===== config.mk =====
export PLATFORM = sky130hd
export DESIGN_NAME = hdma
export DESIGN_NICKNAME = d
export VERILOG_FILES = /design/src/rtl/gbc_pkg.sv /design/src/rtl/hdma_xfer.sv /design/src/rtl/hdma.sv
export SDC_FILE = /design/constraint.sdc
export NUM_CORES = 1
export LEC_CHECK = 0
export CAP_MARGIN = 10
export CORE_MARGIN = 5
export CORE_UTILIZATION = 50
export DETAILED_ROUTE_END_ITERATION = 12
export MAX_ROUTING_LAYER = met4
export PLACE_DENSITY_LB_ADDON = 0.1
export REMOVE_ABC_BUFFERS = 1
export SKIP_CTS_REPAIR_TIMING = 1
export SLEW_MARGIN = 20
export SYNTH_ARGS = -nofsm -noshare
export SYNTH_HDL_FRONTEND = slang
export SYNTH_SLANG_ARGS = --single-unit

===== constraint.sdc =====
create_clock -name clock -period 3.63 [get_ports clock]
set_input_delay 0.726 -clock clock [delete_from_list [all_inputs] [get_ports clock]]
set_output_delay 0.726 -clock clock [all_outputs]
set_load 0.005 [all_outputs]

===== src/rtl/gbc_pkg.sv =====
// Shared constants and types for the GBC VRAM DMA controller (FF51-FF55).
package gbc_pkg;

    localparam logic [15:0] HDMA_BASE_DEF  = 16'hff51;
    localparam logic [2:0]  HDMA1_OFS      = 3'd0;
    localparam logic [2:0]  HDMA2_OFS      = 3'd1;
    localparam logic [2:0]  HDMA3_OFS      = 3'd2;
    localparam logic [2:0]  HDMA4_OFS      = 3'd3;
    localparam logic [2:0]  HDMA5_OFS      = 3'd4;
    localparam int          BLOCK_BYTES_DEF = 16;
    localparam logic [6:0]  REMAINING_IDLE = 7'h7f;

    typedef enum logic [2:0] {
        IDLE,
        GDMA_RD,
        GDMA_WR,
        HARM,
        HDMA_RD,
        HDMA_WR
    } hdma_state_t;

endpackage


===== src/rtl/hdma_xfer.sv =====
// Two-cycle byte mover: read from src_ctr, write the latched byte to VRAM at dst_ctr.
// i_start loads the counters; o_done flags the last byte of a block (meaningful in a WR cycle).
module hdma_xfer
    import gbc_pkg::*;
#(
    parameter int BLOCK_BYTES = BLOCK_BYTES_DEF
) (
    input  logic        clock,
    input  logic        reset,
    input  logic        i_start,
    input  logic [15:0] i_src,
    input  logic [12:0] i_dst,
    input  logic        i_rd,
    input  logic        i_wr,
    input  logic [7:0]  i_m_indata,
    output logic [15:0] o_m_address,
    output logic [7:0]  o_m_outdata,
    output logic        o_m_load,
    output logic        o_m_store,
    output logic        o_done
);

    localparam int               IDX_W    = (BLOCK_BYTES > 1) ? $clog2(BLOCK_BYTES) : 1;
    localparam logic [IDX_W-1:0] LAST_IDX = IDX_W'(BLOCK_BYTES - 1);

    logic [15:0]      r_src_ctr;
    logic [12:0]      r_dst_ctr;
    logic [IDX_W-1:0] r_byte_idx;
    logic [7:0]       r_data;

    // NOTE: sequential state uses <= so every register samples pre-edge values.
    always_ff @(posedge clock) begin
        if (reset) begin
            r_src_ctr  <= 16'h0000;
            r_dst_ctr  <= 13'h0000;
            r_byte_idx <= '0;
            r_data     <= 8'h00;
        end else if (i_start) begin
            r_src_ctr  <= i_src;
            r_dst_ctr  <= i_dst;
            r_byte_idx <= '0;
        end else begin
            if (i_rd) begin
                r_data <= i_m_indata;
            end
            if (i_wr) begin
                r_src_ctr  <= r_src_ctr + 16'd1;
                r_dst_ctr  <= r_dst_ctr + 13'd1;
                r_byte_idx <= (r_byte_idx == LAST_IDX) ? '0 : r_byte_idx + IDX_W'(1);
            end
        end
    end

    // Destination stays inside 8000-9fff because only 13 bits are counted.
    always_comb begin
        o_m_address = 16'h0000;
        o_m_outdata = 8'h00;
        if (i_rd) begin
            o_m_address = r_src_ctr;
        end else if (i_wr) begin
            o_m_address = {3'b100, r_dst_ctr};
            o_m_outdata = r_data;
        end
    end

    assign o_m_load  = i_rd;
    assign o_m_store = i_wr;
    assign o_done    = (r_byte_idx == LAST_IDX);

endmodule


===== src/rtl/hdma.sv =====
// GBC VRAM DMA controller: FF51-FF55 register decode plus the GDMA/HDMA sequencing FSM.
// While active is high the bus mux routes this block's m_* port to the shared bus.
module hdma
    import gbc_pkg::*;
#(
    parameter logic [15:0] BASE        = HDMA_BASE_DEF,
    parameter int          BLOCK_BYTES = BLOCK_BYTES_DEF
) (
    input  logic        clock,
    input  logic        reset,
    input  logic [15:0] address,
    input  logic [7:0]  indata,
    output logic [7:0]  outdata,
    input  logic        load,
    input  logic        store,
    input  logic        hblank,
    output logic [15:0] m_address,
    input  logic [7:0]  m_indata,
    output logic [7:0]  m_outdata,
    output logic        m_load,
    output logic        m_store,
    output logic        active
);

    hdma_state_t r_state;
    hdma_state_t w_next_state;
    logic [7:0]  r_src_hi;
    logic [3:0]  r_src_lo;
    logic [4:0]  r_dst_hi;
    logic [3:0]  r_dst_lo;
    logic [6:0]  r_remaining;
    logic [6:0]  w_next_remaining;
    logic        r_hblank_prev;

    logic [15:0] w_offset;
    logic        w_sel;
    logic        w_ff55_wr;
    logic        w_hblank_rise;
    logic        w_busy;
    logic        w_start;
    logic        w_rd;
    logic        w_wr;
    logic        w_done;

    assign w_offset      = address - BASE;
    assign w_sel         = (w_offset < 16'd5);
    assign w_ff55_wr     = store && w_sel && (w_offset[2:0] == HDMA5_OFS);
    assign w_hblank_rise = hblank && !r_hblank_prev;
    assign w_busy        = (r_state != IDLE);

    // Only the address bits that feed src/dst are kept; the rest read back as 1s anyway.
    always_ff @(posedge clock) begin
        if (reset) begin
            r_src_hi      <= 8'h00;
            r_src_lo      <= 4'h0;
            r_dst_hi      <= 5'h00;
            r_dst_lo      <= 4'h0;
            r_hblank_prev <= 1'b0;
        end else begin
            r_hblank_prev <= hblank;
            if (store && w_sel) begin
                case (w_offset[2:0])
                    HDMA1_OFS: r_src_hi <= indata;
                    HDMA2_OFS: r_src_lo <= indata[7:4];
                    HDMA3_OFS: r_dst_hi <= indata[4:0];
                    HDMA4_OFS: r_dst_lo <= indata[7:4];
                    default:   ;
                endcase
            end
        end
    end

    always_ff @(posedge clock) begin
        if (reset) begin
            r_state     <= IDLE;
            r_remaining <= REMAINING_IDLE;
        end else begin
            r_state     <= w_next_state;
            r_remaining <= w_next_remaining;
        end
    end

    // NOTE: every output of this block gets a default first, so no path infers a latch.
    always_comb begin
        w_next_state     = r_state;
        w_next_remaining = r_remaining;
        w_start          = 1'b0;
        w_rd             = 1'b0;
        w_wr             = 1'b0;
        case (r_state)
            IDLE: begin
                if (w_ff55_wr) begin
                    w_next_remaining = indata[6:0];
                    w_start          = 1'b1;
                    w_next_state     = indata[7] ? HARM : GDMA_RD;
                end
            end
            HARM: begin
                if (w_ff55_wr) begin
                    if (indata[7]) begin
                        w_next_remaining = indata[6:0];
                        w_start          = 1'b1;
                    end else begin
                        w_next_state = IDLE;
                    end
                end else if (w_hblank_rise) begin
                    w_next_state = HDMA_RD;
                end
            end
            GDMA_RD: begin
                w_rd         = 1'b1;
                w_next_state = GDMA_WR;
            end
            GDMA_WR: begin
                w_wr         = 1'b1;
                w_next_state = GDMA_RD;
                if (w_done) begin
                    if (r_remaining == 7'd0) begin
                        w_next_state     = IDLE;
                        w_next_remaining = REMAINING_IDLE;
                    end else begin
                        w_next_remaining = r_remaining - 7'd1;
                    end
                end
            end
            HDMA_RD: begin
                w_rd         = 1'b1;
                w_next_state = HDMA_WR;
            end
            HDMA_WR: begin
                w_wr         = 1'b1;
                w_next_state = HDMA_RD;
                if (w_done) begin
                    if (r_remaining == 7'd0) begin
                        w_next_state     = IDLE;
                        w_next_remaining = REMAINING_IDLE;
                    end else begin
                        w_next_state     = HARM;
                        w_next_remaining = r_remaining - 7'd1;
                    end
                end
            end
            default: w_next_state = IDLE;
        endcase
    end

    always_comb begin
        outdata = 8'h00;
        if (load && w_sel) begin
            outdata = (w_offset[2:0] == HDMA5_OFS) ? {~w_busy, r_remaining} : 8'hff;
        end
    end

    assign active = w_rd || w_wr;

    hdma_xfer #(
        .BLOCK_BYTES (BLOCK_BYTES)
    ) u_xfer (
        .clock       (clock),
        .reset       (reset),
        .i_start     (w_start),
        .i_src       ({r_src_hi, r_src_lo, 4'h0}),
        .i_dst       ({r_dst_hi, r_dst_lo, 4'h0}),
        .i_rd        (w_rd),
        .i_wr        (w_wr),
        .i_m_indata  (m_indata),
        .o_m_address (m_address),
        .o_m_outdata (m_outdata),
        .o_m_load    (m_load),
        .o_m_store   (m_store),
        .o_done      (w_done)
    );

endmodule

==> results of run 1 <==
==> worst max-delay path: cells and delay by family <==
| kind | cells | cell delay [ns] |
|---|---|---|
| buffers and inverters | 2 | 0.90 |
| AND/OR/NAND/NOR | 1 | 0.21 |
| AO/OA/AOI/OAI | 5 | 1.00 |
==> stage by stage <==
stage	std cells	worst slack (ns)	setup TNS, ns	hold slack (ns)	cell area (sq um)
floorplan	420	0.166	0	0.446	3710
global placement	609	-0.281	-2.23	0.462	4680
detailed placement	609	-0.347	-2.59	0.471	4680
CTS	625	-0.363	-2.72	0.484	4920
global route	631	-0.0390	-0.0650	0.513	5020
finish	631	0.0538	0	0.482	5020
==> final timing paths <==
check	end	slack [ns]
setup / recovery	outdata[0]	0.05
hold / removal	u_xfer.r_data[7]$_SDFFE_PP0P_	0.48
setup reg to reg	u_xfer.r_src_ctr[14]$_SDFFE_PP0P_	0.86
hold reg to reg	u_xfer.r_data[7]$_SDFFE_PP0P_	0.48
==> Yosys cell counts (2+ instances only) <==
master | n | area, sq um
ha_1 | 4 | 50.1
clkbuf_1 | 14 | 52.6
inv_1 | 12 | 45.0
dfxtp_1 | 73 | 1460
a22o_1 | 10 | 87.6
buf_2 | 4 | 20.0
buf_1 | 3 | 11.3
a31oi_1 | 4 | 25.0
nor2_1 | 78 | 293
buf_6 | 4 | 45.0
a21oi_1 | 12 | 60.1
o21a_1 | 9 | 67.6
nand2_1 | 31 | 116
nand3_1 | 13 | 65.1
a211oi_1 | 3 | 22.5
xor2_1 | 9 | 78.8
xnor2_1 | 21 | 184
a2111o_1 | 2 | 22.5
or3_1 | 2 | 12.5
nand4_1 | 11 | 68.8
a211o_1 | 2 | 17.5
nor3b_1 | 2 | 15.0
o21ai_0 | 13 | 65.1
and2_1 | 11 | 68.8
nor3_1 | 11 | 55.1
a311oi_1 | 2 | 17.5
a211oi_2 | 20 | 250
nor2b_1 | 5 | 31.3
nand3b_1 | 2 | 15.0
or2_2 | 4 | 25.0
and3_1 | 6 | 37.5
mux2i_1 | 29 | 290
==> kinds of logic (layout without fill, tap and decap cells) <==
| kind of cell | count (synthesis) | count (layout) | synth area share, % |
|---|---|---|---|
| compound gates | 86 | 86 | 18.8 |
| xor+xnor | 30 | 30 | 6.83 |
| fa+ha+maj | 4 | 4 | 1.30 |
| simple gates | 185 | 185 | 22.7 |
| flops | 73 | 73 | 38.0 |
| mux | 29 | 29 | 7.55 |
| buf+inv | 39 | 122 | 4.81 |
==> state kept, by name, summed over array words and instances, names as in the netlist <==
| signal | flops |
|---|---|
| u_xfer.r_src_ctr | 16 |
| u_xfer.r_dst_ctr | 13 |
| r_src_hi | 8 |
| u_xfer.r_data | 8 |
| r_remaining | 7 |
| r_dst_hi | 5 |
| r_dst_lo | 4 |
| r_src_lo | 4 |
| u_xfer.r_byte_idx | 4 |
| r_state | 3 |
| r_hblank_prev | 1 |
==> final cells by class <==
cell class	count	area share, %
multi-input cells	334	44.3
clock buffers	12	2.89
inverters	13	0.973
well taps	102	2.54
repair buffers	93	18.2
clock inverters	4	1.97
flip-flops and latches	73	29.1
==> per-layer routing <==
layer	wire length [um]	track usage [%]	vias to the layer above
li1	-	-	1724
met5	0	-	-
met1	4220	25.4	1559
met4	97	5.32	0
met2	4500	33.1	113
met3	592	5.17	10
==> power groups by stage <==
stage / clock network [W] / registers (W) / logic [W]
after floorplan: 0 / 0.000822 / 0.0000167
after global placement: 0 / 0.000822 / 0.0000856
after detailed placement: 0 / 0.000822 / 0.0000873
after CTS: 0.000801 / 0.000803 / 0.0000879
after global routing: 0.000838 / 0.000803 / 0.0000973
final: 0.000787 / 0.000803 / 0.0000894
==> flow_metrics.py, run 1 <==
metrics = {
    "yosys": {
        "synth_edf_count": 0,
        "synthFlopType": "dfxtp_1",
        "synth-seq-cells": 73,
        "synthArstFlopShare_pct": 0,
        "ys_warn_count": 0,
        "synthCells": 446,
        "seq_area_frac_synth_pct": 38.0,
        "syn_area_per_cell_sq_um": 8.62,
        "yosysUniqueCellTypes": 52,
        "syn-cell-area_sq_um": 3850,
    },
    "finish": {
        "fin_util_pct": 65.9,
        "layout-drive-gt1-share_pct": 13.2,
        "mostFrequentLayoutCell": "nor2_1",
        "diodes": 0,
        "fillers": 632,
        "final_cell_mix": "77 x nor2_1, 73 x dfxtp_1, 59 x clkdlybuf4s50_1",
        "area_growth_pct": 30.4,
        "multiInputGateArea_sq_um": 2220,
        "regArea_sq_um": 1460,
        "fin_nets": 565,
    },
    "worst_setup_path": {
        "cp-end-kind": "output port",
        "cpMostUsedCell": "clkdlybuf4s50_1",
        "critPathLaunch": "address[5]",
        "critPathSlowestCell": "clkdlybuf4s50_1",
        "cpPeakStageDelay_ns": 0.49,
        "cp-start-kind": "primary input",
        "crit_chain": "clkdlybuf4s50_1 -> a21oi_1 -> o22ai_2 -> a2111o_1 -> a21oi_2 -> and3_4 -> o21a_1 -> clkdlybuf4s50_1",
        "r2r-start": "r_state[1]$_SDFFE_PP0P_",
        "path_class": "primary input to output port",
        "crit_required_ns": 2.90,
        "crit_fanout": 4,
        "crit_arrival_ns": 2.85,
        "reg2regPathDepth": 8,
    },
    "sta": {
        "final.setup_skew_ns": 0.0133,
        "fmax_mhz": 280,
        "setup_viol": 0,
        "post-route-period-util_pct": 98.5,
        "relSlewSlack_pct": 46.4,
        "hold_viol": 0,
        "final-max-slew-violation-count": 0,
        "tightestPinTransition_ns": 0.804,
        "finalCriticalPeriod_ns": 3.58,
    },
    "floorplan": {
        "die_height_um": 97.7,
        "io_pins": 72,
        "rows": 32,
        "start_util_pct": 50.6,
        "dieArea_sq_um": 9550,
        "core_sq_um": 7610,
        "dieWidth_um": 97.7,
    },
    "clock_tree": {
        "tritoncts": "built",
        "clockRootBuffer": "clkbuf_8",
        "ctsHtreeMaxLevel": 3,
        "clkLatencyLatePin_ns": 0.35,
        "cts_buffers": 9,
        "clk_transition_reported_paths_ns": 0.07,
        "cts_sinks": 73,
        "clockBufferDepth": 2,
    },
    "hold_path": {
        "hp-class": "flip-flop to flip-flop",
        "hp-start": "u_xfer.r_data[7]$_SDFFE_PP0P_",
        "hold-path-cell-count": 2,
    },
    "power_and_ir_drop": {
        "power_density_nw_per_um2": 335,
        "p_sw_share_pct": 20.9,
        "intPower_w": 0.00133,
        "clockPowerShare_pct": 46.8,
        "p_seq_share_pct": 47.8,
        "p_switching_w": 0.000351,
        "combPwrFrac_pct": 5.3,
        "power_w": 0.00168,
        "total_leakage_power_nw": 2.04,
        "ir_worst_vdd_v": 0.000193,
    },
    "routing": {
        "viasPerCell": 5.40,
        "routedWlPerCell_um": 14.9,
        "drc": 0,
        "dr.pass1.iters": 4,
        "wl_um": 9410,
        "num_vias": 3406,
        "drt_iter0_drc": 149,
        "drtAntennaViolNets": 0,
    },
    "global_route": {
        "antenna_found_initial": 0,
        "track_usage_pct": 20.4,
        "grt_pass1_wl_um": 15500,
        "grt_pass1_vias": 3252,
        "grt_max_degree": 42,
        "grt_overflow": 0,
    },
    "placed_design": {
        "gp_congestion": 0.832,
        "dpl.hpwl_um": 6670,
        "port_buffers": 71,
    },
    "run": {
        "maxCapViolCount": 0,
    },
    "outcome": {
        "status": "completed",
    },
}
No activity file was read; power rests on OpenSTA's default activity.
==> inputs of run 2 (changes only) <==
- CORE_UTILIZATION: 50 -> 52
- SKIP_CTS_REPAIR_TIMING: 1 -> not set
==> run 2 against run 1 <==
First-iteration DRC count is 8.1% higher. Cell area is 2.2% lower. Power is 14% lower. Largest power group unchanged. Die area is 3.4% lower. Critical endpoint is now outdata[6].
==> flow_metrics.py, run 2 (synthesis results as in run 1) <==
metrics = {
    "routing": {
        "num_vias": 3391,
        "wl_um": 9160,
        "drc": 0,
        "drtAntennaViolNets": 0,
        "drt_iter0_drc": 161,
        "routedWlPerCell_um": 14.6,
        "viasPerCell": 5.40,
        "dr.pass1.iters": 4,
    },
    "finish": {
        "final_cells": 628,
        "fin_nets": 565,
        "final_cell_mix": "77 x nor2_1, 73 x dfxtp_1, 57 x clkdlybuf4s50_1",
        "area_growth_pct": 27.6,
        "largest_reg_flops": 16,
        "fillers": 618,
        "regArea_sq_um": 1460,
        "mostFrequentLayoutCell": "nor2_1",
        "regMostFlops": "u_xfer.r_src_ctr",
        "layout-drive-gt1-share_pct": 14.0,
        "multiInputGateArea_sq_um": 2230,
        "diodes": 0,
        "largest_registers": "u_xfer.r_src_ctr (16), u_xfer.r_dst_ctr (13)",
    },
    "floorplan": {
        "die_height_um": 96.0,
        "core_sq_um": 7210,
        "dieArea_sq_um": 9220,
        "start_util_pct": 53.3,
        "io_pins": 72,
        "dieWidth_um": 96.0,
        "rows": 31,
    },
    "power_and_ir_drop": {
        "clockPowerShare_pct": 38.6,
        "p_seq_share_pct": 55.3,
        "total_leakage_power_nw": 1.90,
        "intPower_w": 0.00111,
        "combPwrFrac_pct": 6.1,
        "p_switching_w": 0.000339,
        "p_sw_share_pct": 23.3,
        "ir_worst_vdd_v": 0.000213,
        "power_density_nw_per_um2": 296,
    },
    "sta": {
        "fmax_mhz": 282,
        "fin_ws_ns": 0.0883,
        "fin_hold_ws_ns": 0.480,
        "hold_viol": 0,
        "finalCriticalPeriod_ns": 3.54,
        "setup_viol": 0,
        "final.setup.tns_ns": 0,
        "post-route-period-util_pct": 97.6,
        "final-max-slew-violation-count": 0,
        "final.setup_skew_ns": 0.00904,
        "relSlewSlack_pct": 43.5,
        "tightestPinTransition_ns": 0.847,
    },
    "clock_tree": {
        "clockRootBuffer": "clkbuf_8",
        "cts_sinks": 73,
        "clk_transition_reported_paths_ns": 0.08,
        "tritoncts": "built",
        "clockBufferDepth": 2,
        "ctsHtreeMaxLevel": 3,
        "clkLatencyLatePin_ns": 0.34,
        "cts_buffers": 9,
        "cts_hold_buf": 0,
    },
    "hold_path": {
        "hp-class": "flip-flop to flip-flop",
        "hold-path-cell-count": 2,
        "holdPathEnd": "u_xfer.r_byte_idx[1]$_SDFFE_PP0N_",
        "hp-start": "u_xfer.r_byte_idx[1]$_SDFFE_PP0N_",
    },
    "worst_setup_path": {
        "cpMostUsedCell": "buf_4",
        "reg2reg_to": "u_xfer.r_src_ctr[14]$_SDFFE_PP0P_",
        "crit_chain": "clkdlybuf4s50_1 -> or3_1 -> a2111o_1 -> a21oi_2 -> and3_4 -> buf_4 -> buf_4 -> o21a_1 -> clkdlybuf4s15_2",
        "reg2regPathDepth": 8,
        "cp-start-kind": "primary input",
        "reg2reg_slack_ns": 0.80,
        "critPathLaunch": "address[7]",
        "r2r-start": "r_state[1]$_SDFFE_PP0P_",
        "crit_required_ns": 2.90,
        "crit_arrival_ns": 2.82,
        "path_class": "primary input to output port",
        "crit_fanout": 4,
        "critPathTopFamily": "buffers and inverters",
        "path_buf_inv": 4,
        "cpPeakStageDelay_ns": 0.43,
        "cp-end-kind": "output port",
        "critPathSlowestCell": "clkdlybuf4s50_1",
    },
    "placed_design": {
        "port_buffers": 71,
        "gp_congestion": 0.792,
        "place_inst": 606,
        "dp_slack_ns": -0.351,
        "dpl.hpwl_um": 6700,
    },
    "global_route": {
        "grt_max_degree": 53,
        "track_usage_pct": 21.3,
        "antenna_found_initial": 0,
        "grt_pass1_wl_um": 15000,
        "grt_pass1_vias": 3226,
        "grt_overflow": 0,
    },
    "outcome": {
        "status": "completed",
    },
    "run": {
        "maxCapViolCount": 0,
    },
}
run 2: per-layer routing:
layer	track usage (%)	share of wire [%]	vias to the layer above
li1	-	-	1731
met1	26.9	46	1550
met2	33.6	47	96
met3	4.22	5.5	14
met4	7.82	1.5	0
met5	-	0	-
run 2: worst max-delay path by stage:
stage,end,slack [ns],cells after the start
after floorplan,u_xfer.r_byte_idx[0]$_SDFFE_PP0N_,0.17,7
after global placement,outdata[2],-0.27,8
after detailed placement,outdata[6],-0.35,8
after CTS,outdata[6],0.09,10
after global routing,outdata[6],-0.006,9
final,outdata[6],0.09,9
run 2: worst min-delay path, cell delays in order, from the launching register on:
cell and delay [ns]:
dfxtp_1 0.33, nand2_1 0.06, a21oi_1 0.05
run 2: area by class of cell:
class                   count  area share, %
repair buffers             93           17.8
clock buffers              11           2.88
well taps                  99           2.52
inverters                  13          0.994
flip-flops and latches     73           29.8
clock inverters             5          0.637
multi-input cells         334           45.4
run 2: power by group through the flow:
| stage | Combinational, W | Sequential (W) | Clock (W) |
|---|---|---|---|
| after floorplan | 0.0000167 | 0.000822 | 0 |
| after global placement | 0.0000849 | 0.000822 | 0 |
| final | 0.0000884 | 0.000803 | 0.000560 |
| after CTS | 0.0000876 | 0.000803 | 0.000576 |
| after detailed placement | 0.0000873 | 0.000822 | 0 |
| after global routing | 0.0000953 | 0.000803 | 0.000610 |
run 2: metrics by stage:
| stage | instance area [sq um] | util (%) | power [W] |
|---|---|---|---|
| after global placement | 4670 | 64.8 | 0.000907 |
| after floorplan | 3710 | - | 0.000838 |
| after global routing | 4910 | 68.0 | 0.00151 |
| final | 4910 | 68.0 | 0.00145 |
| after detailed placement | 4670 | 64.8 | 0.000909 |
| after CTS | 4880 | 67.7 | 0.00147 |
run 2: repair_timing:
item                       in CTS  in global routing
gates resized for setup        19                  4
setup endpoints to repair       8                  2
setup buffers                   3                  3
pin swaps                       5                  6
